$ cat src/rtl/pipelined_cla_adder_pkg.sv
// cla_pkg: operation modes and carry-in helpers shared by the pipelined CLA adder
package cla_pkg;
    localparam int GROUP_BITS = 4;
    typedef enum logic [1:0] {ADD = 2'd0, ADC = 2'd1, SUB = 2'd2, SBC = 2'd3} cla_mode_e;
    function automatic logic is_sub(cla_mode_e mode);
        return (mode == SUB) || (mode == SBC);
    endfunction
    function automatic logic cin_eff(cla_mode_e mode, logic cin);
        return (mode == ADD) ? 1'b0 : (mode == SUB) ? 1'b1 : cin;
    endfunction
endpackage

$ cat src/rtl/pipelined_cla_adder_slice.sv
// cla_slice: combinational two-level carry-lookahead over 4-bit groups
module cla_slice import cla_pkg::*; #(
    parameter int BITS = 16
) (
    input  logic [BITS-1:0] i_a,
    input  logic [BITS-1:0] i_b,
    input  logic            i_cin,
    output logic [BITS-1:0] o_sum,
    output logic            o_cout,
    output logic            o_c_msb
);
    localparam int NG = BITS / GROUP_BITS;
    logic [BITS-1:0] w_p, w_g;
    logic [NG-1:0]   w_gp, w_gg;
    logic [NG:0]     w_gc;
    logic [BITS:0]   w_c;
    logic            w_t;
    assign w_p = i_a ^ i_b;
    assign w_g = i_a & i_b;
    always_comb begin
        w_gp = '0;
        w_gg = '0;
        w_gc = '0;
        w_c  = '0;
        w_t  = 1'b0;
        for (int j = 0; j < NG; j++) begin
            w_gp[j] = &w_p[j*4 +: 4];
            w_gg[j] = w_g[j*4+3] | (w_p[j*4+3] & w_g[j*4+2]) | (&w_p[j*4+2 +: 2] & w_g[j*4+1])
                    | (&w_p[j*4+1 +: 3] & w_g[j*4]);
        end
        w_gc[0] = i_cin;
        for (int j = 0; j < NG; j++) begin
            w_t = i_cin;
            for (int i = 0; i <= j; i++) w_t = w_t & w_gp[i];
            w_gc[j+1] = w_t;
            for (int i = 0; i <= j; i++) begin
                w_t = w_gg[i];
                for (int m = i + 1; m <= j; m++) w_t = w_t & w_gp[m];
                w_gc[j+1] = w_gc[j+1] | w_t;
            end
        end
        for (int j = 0; j < NG; j++) begin
            w_c[j*4]   = w_gc[j];
            w_c[j*4+1] = w_g[j*4] | (w_p[j*4] & w_gc[j]);
            w_c[j*4+2] = w_g[j*4+1] | (w_p[j*4+1] & w_g[j*4]) | (&w_p[j*4 +: 2] & w_gc[j]);
            w_c[j*4+3] = w_g[j*4+2] | (w_p[j*4+2] & w_g[j*4+1]) | (&w_p[j*4+1 +: 2] & w_g[j*4])
                       | (&w_p[j*4 +: 3] & w_gc[j]);
        end
        w_c[BITS] = w_gc[NG];
    end
    assign o_sum   = w_p ^ w_c[BITS-1:0];
    assign o_cout  = w_c[BITS];
    assign o_c_msb = w_c[BITS-1];
endmodule

$ cat src/rtl/pipelined_cla_adder.sv
// pipelined_cla_adder: skewed CLA adder/subtractor, one slice per stage, valid/ready flow
module pipelined_cla_adder import cla_pkg::*; #(
    parameter int WIDTH      = 32,
    parameter int STAGE_BITS = 16
) (
    input  logic             clk,
    input  logic             rst,
    input  logic             in_valid,
    output logic             in_ready,
    input  logic [WIDTH-1:0] in_a,
    input  logic [WIDTH-1:0] in_b,
    input  logic             in_cin,
    input  cla_mode_e        in_mode,
    output logic             out_valid,
    input  logic             out_ready,
    output logic [WIDTH-1:0] out_sum,
    output logic             out_cout,
    output logic             out_ovf
);
    localparam int STAGES = WIDTH / STAGE_BITS;
    logic                  r_v [STAGES];
    logic                  r_c [STAGES];
    logic [WIDTH-1:0]      r_a [STAGES];
    logic [WIDTH-1:0]      r_b [STAGES];
    logic [WIDTH-1:0]      r_s [STAGES];
    logic [STAGES:0]       w_load;
    logic [STAGE_BITS-1:0] w_ss [STAGES];
    logic [WIDTH-1:0]      w_sm [STAGES];
    logic                  w_co [STAGES];
    logic                  w_cm [STAGES];
    if ((WIDTH % STAGE_BITS != 0) || !(STAGE_BITS == 4 || STAGE_BITS == 8 || STAGE_BITS == 12 || STAGE_BITS == 16)) begin : g_bad_cfg
        $error("pipelined_cla_adder: WIDTH must be a multiple of STAGE_BITS in {4,8,12,16}");
    end
    assign w_load[STAGES] = out_ready;
    assign in_ready  = w_load[0];
    assign out_valid = r_v[STAGES-1];
    assign out_sum   = w_sm[STAGES-1];
    assign out_cout  = w_co[STAGES-1];
    assign out_ovf   = w_co[STAGES-1] ^ w_cm[STAGES-1];
    for (genvar k = 0; k < STAGES; k++) begin : g_stage
        cla_slice #(.BITS(STAGE_BITS)) u_slice (
            .i_a    (r_a[k][k*STAGE_BITS +: STAGE_BITS]),
            .i_b    (r_b[k][k*STAGE_BITS +: STAGE_BITS]),
            .i_cin  (r_c[k]),
            .o_sum  (w_ss[k]),
            .o_cout (w_co[k]),
            .o_c_msb(w_cm[k])
        );
        // slices above k are still zero here, so OR inserts slice k
        assign w_sm[k]   = r_s[k] | (WIDTH'(w_ss[k]) << (k * STAGE_BITS));
        assign w_load[k] = !r_v[k] || w_load[k+1];
        if (k == 0) begin : g_head
            always_ff @(posedge clk) begin
                if (rst) begin
                    r_v[k] <= 1'b0;
                    r_c[k] <= 1'b0;
                    r_a[k] <= '0;
                    r_b[k] <= '0;
                    r_s[k] <= '0;
                end else if (w_load[k]) begin
                    r_v[k] <= in_valid;
                    r_c[k] <= cin_eff(in_mode, in_cin);
                    r_a[k] <= in_a;
                    r_b[k] <= is_sub(in_mode) ? ~in_b : in_b;
                    r_s[k] <= '0;
                end
            end
        end else begin : g_body
            always_ff @(posedge clk) begin
                if (rst) begin
                    r_v[k] <= 1'b0;
                    r_c[k] <= 1'b0;
                    r_a[k] <= '0;
                    r_b[k] <= '0;
                    r_s[k] <= '0;
                end else if (w_load[k]) begin
                    r_v[k] <= r_v[k-1];
                    r_c[k] <= w_co[k-1];
                    r_a[k] <= r_a[k-1];
                    r_b[k] <= r_b[k-1];
                    r_s[k] <= w_sm[k-1];
                end
            end
        end
    end
endmodule

$ cat config.mk
export PLATFORM = sky130hd
export DESIGN_NAME = pipelined_cla_adder
export DESIGN_NICKNAME = d
export VERILOG_FILES = /design/src/rtl/pipelined_cla_adder_pkg.sv /design/src/rtl/pipelined_cla_adder_slice.sv /design/src/rtl/pipelined_cla_adder.sv
export SDC_FILE = /design/constraint.sdc
export NUM_CORES = 1
export LEC_CHECK = 0
export CAP_MARGIN = 20
export CORE_ASPECT_RATIO = 0.6
export CORE_MARGIN = 2
export CORE_UTILIZATION = 55
export DETAILED_ROUTE_END_ITERATION = 12
export DONT_BUFFER_PORTS = 1
export PLACE_DENSITY = 0.75
export SLEW_MARGIN = 20
export SYNTH_ARGS = -nofsm -noshare
export SYNTH_HDL_FRONTEND = slang
export SYNTH_SLANG_ARGS = --single-unit
$ cat constraint.sdc
create_clock -name clk -period 4.35 [get_ports clk]
set_input_delay 0.87 -clock clk [delete_from_list [all_inputs] [get_ports clk]]
set_output_delay 0.87 -clock clk [all_outputs]
set_load 0.05 [all_outputs]
After elaboration in Yosys (flattened, before gate mapping)

Memories as Yosys holds them, arrays and structs flattened.
Index checks and enable logic that the tools add are counted.
Widths: inputs -> output; s select.

Equality and inequality tests: 2
Muxes and demuxes: 21
Bitwise logic cells: 204
Reductions and logical operators: 54

Operator list:

| kind               | number |
|---|---|
| $mux 32            | 7 |
| $or 1x1->1         | 102 |
| $and 1x1->1        | 92 |
| $xor 16x16->16     | 4 |
| $reduce_and 2->1   | 24 |
| $reduce_and 3->1   | 16 |
| $and 16x16->16     | 2 |
| $not 32->32        | 1 |
| $or 32x16->32      | 1 |
| $or 32x32->32      | 1 |
| $reduce_and 4->1   | 8 |
| $mux 1             | 14 |
| $eq 2x2->1 const B | 2 |
| $logic_or 1x1->1   | 3 |
| $logic_not 1->1    | 2 |
| $logic_not 2->1    | 1 |
| $xor 1x1->1        | 1 |

Register bits: 0
Memory bits (writable): 196
Input port bits: 71
Output and inout port bits: 36
Word-level logic and storage cells: 286
Memories: 5

Memories:

| name | depth | width | read ports | clocked after Yosys merged registers in | wr ports | line                      | text |
|---|---|---|---|---|---|---|---|
| r_a  | 2     | 32    | 2          | 0                                       | 2        | pipelined_cla_adder.sv:23 | `logic [WIDTH-1:0] r_a [STAGES];` |
| r_b  | 2     | 32    | 2          | 0                                       | 2        | pipelined_cla_adder.sv:24 | `logic [WIDTH-1:0] r_b [STAGES];` |
| r_s  | 2     | 32    | 2          | 0                                       | 2        | pipelined_cla_adder.sv:25 | `logic [WIDTH-1:0] r_s [STAGES];` |
| r_c  | 2     | 1     | 2          | 0                                       | 2        | pipelined_cla_adder.sv:22 | `logic r_c [STAGES];` |
| r_v  | 2     | 1     | 2          | 0                                       | 2        | pipelined_cla_adder.sv:21 | `logic r_v [STAGES];` |

Logic depth before layout (Yosys ltp)

Word-level depth: 15
Depth in mapped cells: 9
Depth with buffers taken out: 9

Hierarchy

From an unflattened synthesis, not the netlist that was laid out.

Cells, all modules: 474
Area, all modules: 6389.9 um2

Modules (own cells, without submodules):

| module              | instances | cells an instance | area an instance (um2) | seq. area each (um2) |
|---|---|---|---|---|
| pipelined_cla_adder | 1         | 318               | 5043.6                 | 3483.3 |
| cla_slice           | 2         | 78                | 673.1                  | 0.0 |

Least setup slack after synthesis

No wires, ideal clock.

Path kind: flip-flop to output port
Start: memory r_b[1][16]
End: output out_sum[29]
Arrival: 2.930 ns
Data required time: 3.480 ns
Slack: 0.550 ns
Cell stages (with the launch flop): 10
Path buffers: 0
Path through: edfxtp_1 -> ha_1 -> a211o_1 -> a211oi_2 -> o31ai_2 -> nand2b_1 -> o211ai_1 -> a21o_1 -> fa_1 -> xor2_1

RTL lines:

| what            | line                      | text |
|---|---|---|
| start, declared | pipelined_cla_adder.sv:24 |  |
| end, declared   | pipelined_cla_adder.sv:16 | `output logic [WIDTH-1:0] out_sum,` |

==> results.sh <==
export IMPL_status="complete, no violations"
export IMPL_peakVddDrop_v=0.000283
export IMPL_wl_um=10400
export IMPL_grt_remaining_overflow=0
export IMPL_grt_max_degree=51
export IMPL_period_share_pct=94.0
export IMPL_syn_avg_cell_area_um2=13.1
export IMPL_preCtsSetupSlack_ns=0.677
export IMPL_drtAntennaViolNets=0
export IMPL_relSlewSlack_pct=23.8
export IMPL_seqCellArea_um2=3480
export IMPL_io_pins=107
export IMPL_synth_nets=557
export IMPL_worst_slack_ns=0.262
export IMPL_track_usage_pct=19.8
export IMPL_crit_arrival_ns=3.22
export IMPL_slew_violations=0
export IMPL_rsz0062_at_grt="false"
export IMPL_yosysTopAreaCell="edfxtp_1"
export IMPL_vias_per_cell=5.25
export IMPL_area_delta_synth_final_pct=14.8
export IMPL_setup_violations=0
export IMPL_synth_cells=446
export IMPL_hold_buffers=0
export IMPL_synth_area_leaders="edfxtp_1, and2_1, ha_1"
export IMPL_worstSkewPairLatency_ns=0.40
export IMPL_cts_tree="built"
export IMPL_min_period_ns=4.09
export IMPL_ys_seq_elements=116
export IMPL_path_cells="ha_1, a211o_1, a211oi_2, o31ai_2, nand2b_1, o211ai_1, a21o_1, fa_1"
export IMPL_cp_max_fo=4
export IMPL_htree_levels=4
export IMPL_die_w_um=137
export IMPL_clock_sinks=116
export IMPL_vias=3243
export IMPL_cts_setup_buffers=0
export IMPL_dieArea_um2=11500
export IMPL_multi_input_area_um2=2260
export IMPL_cp_num_buf_inv=0
export IMPL_layout_common_cells="edfxtp_1, and2_1, nor2_1, xnor2_1, ha_1"
export IMPL_rrSetupSlack_ns=1.43
export IMPL_die_h_um=83.8
export IMPL_drt_first_pass_iters=4
export IMPL_hold_ws_ns=0.514
export IMPL_tightest_slew_ns=1.13
export IMPL_drt_iter0_markers=200
export IMPL_post_drt_wl_per_cell_um=16.8
export IMPL_path_clk_slew_ns=0.05
export IMPL_dp_cells=586
export IMPL_post_cts_resized=0
export IMPL_drive_above_1_share_pct=12.8
export IMPL_grt_first_pass_wirelength_um=16700
export IMPL_core_area_um2=10500
export IMPL_layout_commonest_cell="edfxtp_1"
export IMPL_clock_skew_ns=0.00921
export IMPL_finalHoldViolCount=0
export IMPL_critical_path_class="reg2out"
export IMPL_synth_cell_types=44
export IMPL_final_nets=577
export IMPL_end_kind="primary output"
export IMPL_antenna_found_initial=0
export IMPL_finalNonFillerCells=618
export IMPL_critPathSlowestCell="fa_1"
export IMPL_cts_inserted_buffers=17
export IMPL_slowest_delay_ns=0.86
export IMPL_hold_path_class="reg2reg"
export IMPL_leakagePower_nw=2.83
export IMPL_clock_tree_buffer_depth=2
export IMPL_setup_tns_ns=0
export IMPL_ys_seq_area_share_pct=59.6
export IMPL_ys_warn_count=0
export IMPL_pwr_density_cell_nw_per_um2=490
export IMPL_row_count=29
export IMPL_cts_root_buf="clkbuf_16"
export IMPL_grt_pass1_vias=3264
export IMPL_crit_family="adder cells"
export IMPL_start_util_pct=55.9
export IMPL_gp_congestion=0.812
export IMPL_cp_start_kind="flop"
export IMPL_synth_top_cell_area_share_pct=59.6
export IMPL_fmax_mhz=245
export IMPL_numPortBuffers=0
export IMPL_worstPathRequired_ns=3.48
export IMPL_route_detailed_drc=0
export IMPL_syn_area_um2=5840
export IMPL_maxCapViolCount=0
export IMPL_dp_hpwl_um=7190
export IMPL_fill_cells=768
export IMPL_final_util_pct=64.2
## worst register-to-register path: stages (launching register included)
cell	delay, ns
edfxtp_1	0.38
ha_1	0.37
a211oi_1	0.29
o21bai_2	0.16
nor3_2	0.38
nor2_1	0.11
a311o_1	0.39
fa_1	0.39
xnor2_1	0.14
nor2_1	0.06
## worst paths after layout
| path | cells past startpoint | endpoint | start |
|---|---|---|---|
| max | 8 | out_sum[28] | r_b[1][16] |
| min | 1 | r_b[1][24] | r_b[0][24] |
| max reg2reg | 9 | r_s[1][13] | r_b[0][5] |
| min reg2reg | 1 | r_b[1][24] | r_b[0][24] |
## logic make-up (layout without fill, tap and decap cells)
family / after synthesis / count (layout) / share of synthesized area [%]
simple gates: 161 / 161 / 14.8
flops: 116 / 116 / 59.6
xor+xnor: 51 / 51 / 7.65
compound gates: 48 / 48 / 6.06
fa+ha+maj: 40 / 40 / 9.60
buf+inv: 28 / 60 / 1.86
mux: 2 / 2 / 0.364
other cells: 0 / 1 / 0
## per-layer routing
metal	GRT usage [%]	share of wire, %
met1	26.9	47
met2	29.9	47
met3	5.83	5.4
met4	8.34	0.68
met5	0	0
## state kept, by name, summed over array words and instances (netlist names)
| signal | count |
|---|---|
| r_a | 48 |
| r_v | 2 |
| r_b | 48 |
| r_c | 2 |
| r_s | 16 |
## cells in the mapped netlist (all sizes together)
library cell  number
a211o              1
a211oi             3
a21bo              1
a21o               8
a21oi             12
a311o              2
a31oi              2
and2              71
and4               2
buf                3
clkbuf            13
edfxtp           116
fa                 8
ha                32
inv               12
mux2               1
mux2i              1
nand2              6
nand2b             5
nand3              5
nand3b             1
nand4              2
nor2              54
nor2b              3
nor3               6
nor4               1
o211ai             4
o21a               4
o21ai              6
o21bai             2
o31a               1
o31ai              1
o41ai              1
or2                3
or3                1
or4                1
xnor2             42
xor2               9
## power breakdown
part	switching, mW	internal [mW]	leakage [nW]
Clock	0.467	1.00	0.302
Sequential	0.111	1.33	1.35
Combinational	0.233	0.141	1.18
Total	0.811	2.47	2.83
## through the flow
step | power [mW] | instance area (um^2)
after floorplan | 1.76 | 5840
after global placement | 1.83 | 6090
after detailed placement | 1.84 | 6090
after CTS | 3.31 | 6710
after global routing | 3.41 | 6710
final | 3.28 | 6710
## layout make-up
class                   instances  area share [%]
diodes                          1          0.0373
clock buffers                  18            6.40
clock inverters                13            2.82
well taps                     139            2.59
repair buffers                 17            1.90
flip-flops and latches        116            51.9
inverters                      12           0.672
multi-input cells             302            33.7
No activity file was read; power rests on OpenSTA's default activity.
